File: config.mk
export PLATFORM = sky130hd
export DESIGN_NAME = seq_chunk_adder
export DESIGN_NICKNAME = d
export VERILOG_FILES = /design/src/rtl/seq_chunk_adder.sv
export SDC_FILE = /design/constraint.sdc
export NUM_CORES = 1
export LEC_CHECK = 0
export BUFFER_PORTS_ARGS = -buffer_cell sky130_fd_sc_hd__buf_2
export CELL_PAD_IN_SITES_DETAIL_PLACEMENT = 1
export CELL_PAD_IN_SITES_GLOBAL_PLACEMENT = 2
export CORE_ASPECT_RATIO = 2
export CORE_MARGIN = 5
export CORE_UTILIZATION = 36
export CTS_BUF_LIST = sky130_fd_sc_hd__clkbuf_16
export DETAILED_ROUTE_END_ITERATION = 16
export GPL_ROUTABILITY_DRIVEN = 1
export HOLD_SLACK_MARGIN = 0.1
export PLACE_DENSITY = 0.85
export SETUP_SLACK_MARGIN = 0.2
export SLEW_MARGIN = 20
export SYNTH_ARGS = -nofsm -noshare
export SYNTH_HDL_FRONTEND = slang
export SYNTH_SLANG_ARGS = --single-unit
File: constraint.sdc
create_clock -name clk -period 3.15 [get_ports clk]
set_input_delay 0.4725 -clock clk [delete_from_list [all_inputs] [get_ports clk]]
set_output_delay 0.4725 -clock clk [all_outputs]
set_load 0.03 [all_outputs]
File: src/rtl/seq_chunk_adder.sv
// -----------------------------------------------------------------------------
// seq_chunk_adder
//
// Multi-cycle WIDTH-bit adder/subtractor. After a start is accepted the
// operation runs for N = WIDTH/CHUNK cycles. Each cycle adds one CHUNK-bit
// slice of the operands and passes the carry to the next slice through a
// register. The result, carry-out and signed overflow are published
// together when the last chunk completes.
//
// Ports
//   clk    in   1      rising-edge clock
//   rst    in   1      asynchronous active-high reset
//   start  in   1      operation request, sampled only while idle
//   a      in   WIDTH  operand A, sampled with start
//   b      in   WIDTH  operand B, sampled with start
//   cin    in   1      carry-in for add mode (ignored when sub=1)
//   sub    in   1      0: a+b+cin, 1: a-b
//   busy   out  1      high while chunks are being processed
//   done   out  1      one-cycle pulse when sum/cout/ovf are loaded
//   sum    out  WIDTH  result, held between operations
//   cout   out  1      carry out of the MSB (sub: 1 means no borrow)
//   ovf    out  1      two's-complement overflow of the operation
// -----------------------------------------------------------------------------
module seq_chunk_adder #(
    parameter int WIDTH = 16,
    parameter int CHUNK = 4
) (
    input  logic             clk,
    input  logic             rst,
    input  logic             start,
    input  logic [WIDTH-1:0] a,
    input  logic [WIDTH-1:0] b,
    input  logic             cin,
    input  logic             sub,
    output logic             busy,
    output logic             done,
    output logic [WIDTH-1:0] sum,
    output logic             cout,
    output logic             ovf
);

    localparam int N    = WIDTH / CHUNK;
    localparam int IDXW = (N > 1) ? $clog2(N) : 1;

    localparam logic [0:0] ST_IDLE = 1'b0;
    localparam logic [0:0] ST_RUN  = 1'b1;

    localparam logic [IDXW-1:0] IDX_LAST = IDXW'(N - 1);
    localparam logic [IDXW-1:0] IDX_ONE  = IDXW'(1);

    logic [0:0]       state_q, state_d;
    logic [IDXW-1:0]  idx_q,   idx_d;
    logic             carry_q, carry_d;
    logic [WIDTH-1:0] opa_q,   opa_d;
    logic [WIDTH-1:0] opb_q,   opb_d;
    logic [WIDTH-1:0] work_q,  work_d;
    logic [WIDTH-1:0] sum_q,   sum_d;
    logic             cout_q,  cout_d;
    logic             ovf_q,   ovf_d;
    logic             done_q,  done_d;

    logic [CHUNK-1:0] chunk_a_s;
    logic [CHUNK-1:0] chunk_b_s;
    logic [CHUNK:0]   chunk_sum_s;

    // Slice adder for the chunk currently selected by idx.
    always_comb begin
        chunk_a_s   = opa_q[idx_q*CHUNK +: CHUNK];
        chunk_b_s   = opb_q[idx_q*CHUNK +: CHUNK];
        chunk_sum_s = {1'b0, chunk_a_s} + {1'b0, chunk_b_s} + {{CHUNK{1'b0}}, carry_q};
    end

    // Next-state logic for the IDLE/RUN sequencer and the datapath registers.
    always_comb begin
        state_d = state_q;
        idx_d   = idx_q;
        carry_d = carry_q;
        opa_d   = opa_q;
        opb_d   = opb_q;
        work_d  = work_q;
        sum_d   = sum_q;
        cout_d  = cout_q;
        ovf_d   = ovf_q;
        done_d  = 1'b0;

        case (state_q)
            ST_IDLE: begin
                if (start) begin
                    // Subtraction is a + ~b + 1, so the +1 rides in on the carry.
                    opa_d   = a;
                    opb_d   = sub ? ~b : b;
                    carry_d = sub ? 1'b1 : cin;
                    idx_d   = {IDXW{1'b0}};
                    state_d = ST_RUN;
                end else begin
                    state_d = ST_IDLE;
                end
            end
            ST_RUN: begin
                work_d[idx_q*CHUNK +: CHUNK] = chunk_sum_s[CHUNK-1:0];
                carry_d = chunk_sum_s[CHUNK];
                if (idx_q == IDX_LAST) begin
                    // work_d already holds the final chunk, so the whole
                    // result is published in the same edge.
                    sum_d   = work_d;
                    cout_d  = chunk_sum_s[CHUNK];
                    ovf_d   = (opa_q[WIDTH-1] == opb_q[WIDTH-1]) &&
                              (work_d[WIDTH-1] != opa_q[WIDTH-1]);
                    done_d  = 1'b1;
                    idx_d   = {IDXW{1'b0}};
                    state_d = ST_IDLE;
                end else begin
                    idx_d   = idx_q + IDX_ONE;
                end
            end
            default: begin
                state_d = ST_IDLE;
                idx_d   = {IDXW{1'b0}};
            end
        endcase
    end

    // State and datapath registers with asynchronous reset.
    always_ff @(posedge clk or posedge rst) begin
        if (rst) begin
            state_q <= ST_IDLE;
            idx_q   <= {IDXW{1'b0}};
            carry_q <= 1'b0;
            opa_q   <= {WIDTH{1'b0}};
            opb_q   <= {WIDTH{1'b0}};
            work_q  <= {WIDTH{1'b0}};
            sum_q   <= {WIDTH{1'b0}};
            cout_q  <= 1'b0;
            ovf_q   <= 1'b0;
            done_q  <= 1'b0;
        end else begin
            state_q <= state_d;
            idx_q   <= idx_d;
            carry_q <= carry_d;
            opa_q   <= opa_d;
            opb_q   <= opb_d;
            work_q  <= work_d;
            sum_q   <= sum_d;
            cout_q  <= cout_d;
            ovf_q   <= ovf_d;
            done_q  <= done_d;
        end
    end

    assign busy = (state_q == ST_RUN);
    assign done = done_q;
    assign sum  = sum_q;
    assign cout = cout_q;
    assign ovf  = ovf_q;

endmodule

Yosys cells after proc, flatten, opt, wreduce, memory -nomap -nowiden
Cells that the tools add are included.
- equal/unequal tests: 4
- mux-type cells: 13
- add/subtract/negate cells: 4
- reduce and logical (&&, ||, !) cells: 3
- bitwise gates (word level): 2
- shift operators: 4
- operator list (operator ; count):
    negator 4 -> 34 bit ; 1
    variable shift 4 x 34 -> 16 bit, first input constant ; 1
    variable part select 4 x 34 -> 16 bit ; 1
    variable part select 16 x 5 -> 4 bit ; 2
    bitwise mux 16 bit ; 1
    two-way mux 16 bit ; 1
    inverter 16 bit ; 1
    two-way mux 1 bit ; 6
    adder 4 x 4 -> 5 bit ; 1
    adder 5 x 1 -> 5 bit ; 1
    two-way mux 2 bit ; 2
    one-hot mux 1 bit (2 select lines) ; 2
    one-hot mux 2 bit (2 select lines) ; 1
    AND reduction 2 bit ; 2
    adder 2 x 1 -> 2 bit, second input constant ; 1
    == test 2 bit, second input constant ; 1
    inequality test 2 bit, second input constant ; 1
    == test 1 bit ; 1
    logical AND 1 bit ; 1
    inequality test 1 bit ; 1
    inverter 1 bit ; 1
- bits of input ports: 37
- word-level logic and storage cells: 40
- register bits after elaboration: 71
- output and inout bits: 20

Logic depth before layout (Yosys ltp)
- word-level depth: 7
- gate-level depth with buffers: 9
- depth with buffers taken out: 8

Worst setup path after synthesis
Ideal clock, no wire load.
- kind: reg-to-reg
- start point: reg idx_q[0]
- end point: reg work_q[13]
- required time: 3085 ps
- library setup time: 65 ps
- data arrival time: 2522 ps
- period minus slack after synthesis: 2588 ps
- cell stages (with the launch flop): 8
- path slack: 562 ps
- path buffers: 1
- path through: dfrtp_1 -> buf_6 -> mux4_2 -> fa_1 -> inv_1 -> fa_1 -> nor2b_1 -> a22o_1
- longest elaborated chain between the ends: 5
- elaborated cells on any way between the ends: 8
- classes of those cells: add/sub (3); shift (4); mux (1)
- ends and longest elaborated chain (what ; line ; text):
    from (decl) ; 52 ; logic [IDXW-1:0] idx_q, idx_d;
    from (signal assigned) ; 127 ; idx_q <= {IDXW{1'b0}};
    from (signal assigned) ; 138 ; idx_q <= idx_d;
    variable part select 16 x 5 -> 4 bit, on equally long branches ; 68, 69 ;
    adder 4 x 4 -> 5 bit ; 70 ; chunk_sum_s = {1'b0, chunk_a_s} + {1'b0, chunk_b_s} + {{CHUNK{1'b0}}, carry_q};
    adder 5 x 1 -> 5 bit ; 70 ;
    variable part select 4 x 34 -> 16 bit ; 100 ; work_d[idx_q*CHUNK +: CHUNK] = chunk_sum_s[CHUNK-1:0];
    bitwise mux 16 bit * ; 100 ;
    to (signal assigned) ; 131 ; work_q <= {WIDTH{1'b0}};
    to (signal assigned) ; 142 ; work_q <= work_d;
    to (decl) ; 56 ; logic [WIDTH-1:0] work_q, work_d;
Mark *: on every way between the ends. The rest lies on a longest branch, timed or not.
A chain may end at the register's enable or synchronous reset.

Final worst setup path
- start point: reg idx_q[0]
- end point: reg work_q[3]
The elaborated chain is that of the path after synthesis.

==> impl_metrics.tcl <==
set metrics [dict create \
    fin_skew_ps 6.43 \
    syn_nets 359 \
    crit_fanout 11 \
    grt_max_degree 68 \
    drc 0 \
    viasPerCell 5.32 \
    h-tree-depth 3 \
    yosysUniqueCellTypes 43 \
    fin_nets 419 \
    cts-root-buf "clkbuf_16" \
    core_area_um2 9380 \
    hpwl_um 7090 \
    routed_wl_um 9110 \
    cts_tree "done" \
    critPathRequiredTime_ps 3370 \
    rrSetupSlack_ps 430 \
    drive_gt1_frac 0.283 \
    fin_tns_setup_ps 0 \
    antenna_cells 0 \
    final_cell_mix "dfrtp_1 (71), buf_2 (56), nand2_1 (49)" \
    grt_pass1_vias 2764 \
    syn_inst 311 \
    critPathTopFamily "flip-flops" \
    grt_antenna_before_repair 0 \
    r2r_cells 7 \
    fillerInstances 1042 \
    yosysWarnings 0 \
    syn_to_final_growth_pct 19.0 \
    layout_commonest_cell "dfrtp_1" \
    startpoint_type "flip-flop" \
    vias 2550 \
    clk_path_buf_depth 2 \
    die_x_um 79.3 \
    clk_latency_ps 330 \
    power.total_mw 5.08 \
    hold-path-cell-count 2 \
    first_iter_violations 113 \
    fmax_mhz 368 \
    setup_viol 0 \
    die-area_um2 11800 \
    routedWlPerCell_um 19.0 \
    maxCapViolCount 0 \
    p_leak_nw 1.91 \
    grt_overflow 0 \
    max_stage_delay_ps 560 \
    yosys_register_bits 71 \
    status "completed" \
    p_per_area_nw_per_um2 1240 \
    ys_seq_area_frac 0.514 \
    final_util 0.438 \
    tightest_slew_ps 460 \
    hold_end "opa_q[0]" \
    pin_count 57 \
    cts_setup_buffers 0 \
    worstHoldStart "a[0]" \
    cts_sinks 71 \
    final_antenna_net_count 0 \
    hold_buffers 1 \
    final-max-slew-violation-count 0 \
    gr-usage-all-layers 0.165 \
    clk_pin_slew_ps 50 \
    die_y_um 149 \
    grt_pass1_wl_um 14400 \
    worst-path-buf-inv 1 \
    fp-row-count 50 \
    crit_chain "buf_4, mux4_2, ha_1, a21oi_2, and3b_4, nor2_1, a32o_1" \
    min_period_ps 2720 \
    io_buffers 56 \
    dr.pass1.iters 4 \
    r2r-end "work_q[3]" \
    cts_made_buffers 9 \
    syn_area_um2 3450 \
    path_class "flip-flop to flip-flop" \
    cts_resized 0 \
    ir_worst_vdd_uv 447 \
    gp_congestion 0.828 \
    initial_core_util 0.368 \
    hold_path.class "input pin to flip-flop" \
    synth.avg_cell_area_um2 11.1 \
    final.period_utilization 0.862 \
    cp_slowest_cell "dfrtp_1" \
    endpoint_kind "flip-flop" \
    hold_viol 0 \
    r2r_start "idx_q[0]" \
    rsz0062_at_grt "no" \
    slew_headroom 0.694 \
    cp.arrival_ps 2940 \
]
## worst max path at each step
stage / from / to / slack (ps) / cells past startpoint
4_1_cts: idx_q[0] / work_q[3] / 410 / 7
2_1_floorplan: idx_q[0] / work_q[13] / 560 / 7
6_report: idx_q[0] / work_q[3] / 430 / 7
3_5_place_dp: idx_q[0] / work_q[3] / 420 / 7
3_3_place_gp: idx_q[0] / work_q[13] / 480 / 6
5_1_grt: idx_q[0] / work_q[13] / 310 / 6
## state kept, by name, indices dropped and copies added, names as in the netlist
| signal | flops |
|---|---|
| opa_q | 16 |
| opb_q | 16 |
| idx_q | 2 |
| cout | 1 |
| ovf | 1 |
| sum | 16 |
| done | 1 |
| work_q | 16 |
| carry_q | 1 |
| busy | 1 |
## synthesized netlist by cell type (all sizes together)
library cell | instances | area, µm²
a22oi | 1 | 7.51
a21oi | 8 | 47.6
nand2b | 2 | 12.5
nor2b | 9 | 56.3
a2bb2oi | 2 | 17.5
inv | 15 | 56.3
and3 | 2 | 12.5
o22ai | 1 | 6.26
nor3 | 3 | 20.0
o21a | 1 | 7.51
fa | 2 | 40.0
a221oi | 3 | 26.3
and4 | 2 | 17.5
a211oi | 1 | 7.51
o21ai | 42 | 218
clkbuf | 5 | 18.8
o31ai | 2 | 15.0
and4bb | 1 | 12.5
mux2 | 17 | 191
or3 | 1 | 6.26
dfrtp | 71 | 1780
mux4 | 8 | 180
nand2 | 49 | 184
a32o | 3 | 30.0
a21boi | 1 | 11.3
a22o | 4 | 35.0
nor2 | 10 | 37.5
ha | 9 | 113
nand4bb | 1 | 16.3
nand3 | 4 | 25.0
buf | 9 | 51.3
o32a | 3 | 30.0
and3b | 1 | 12.5
nand4 | 1 | 6.26
xnor2 | 17 | 149
## cells by family after synthesis
kind of cell / Yosys count / synth area share
flops: 71 / 0.514
mux: 25 / 0.108
simple gates: 86 / 0.121
xor+xnor: 17 / 0.0431
buf+inv: 29 / 0.0366
fa+ha+maj: 11 / 0.0442
compound gates: 72 / 0.133
## metrics by stage
step,hold slack [ps],area (µm²),cells,worst slack (ps)
floorplan,442,3450,311,562
global placement,367,3850,463,479
detailed placement,369,3850,463,421
CTS,363,4110,479,413
global route,366,4110,479,310
finish,369,4110,479,434
## cell type report
class / instances / area, µm² / share of cell area
Clock buffer: 9 / 225 / 0.0548
Clock inverter: 6 / 22.5 / 0.00548
Inverter: 15 / 56.3 / 0.0137
Multi-Input combinational cell: 211 / 1550 / 0.377
Sequential cell: 71 / 1780 / 0.432
Tap cell: 104 / 130 / 0.0317
Timing Repair Buffer: 63 / 348 / 0.0846
## power breakdown
group / internal, mW / leakage (nW) / switching [mW] / total, mW
sequential: 1.31 / 0.902 / 0.300 / 1.61
combinational: 1.05 / 0.873 / 1.57 / 2.61
clock: 0.510 / 0.132 / 0.349 / 0.859
total: 2.87 / 1.91 / 2.21 / 5.08
## worst reg2reg max path: stages (launching register included)
cell and delay (ps):
dfrtp_1 560, buf_4 270, mux4_2 530, ha_1 380
a21oi_2 250, and3b_4 270, nor2_1 80, a32o_1 270
## routing by layer
metal / share of wire / track usage
met5: 0 / 0
met4: 0.036 / 0.0792
met3: 0.028 / 0.0388
met2: 0.61 / 0.324
met1: 0.33 / 0.152
(Power assumes the default switching activity.)
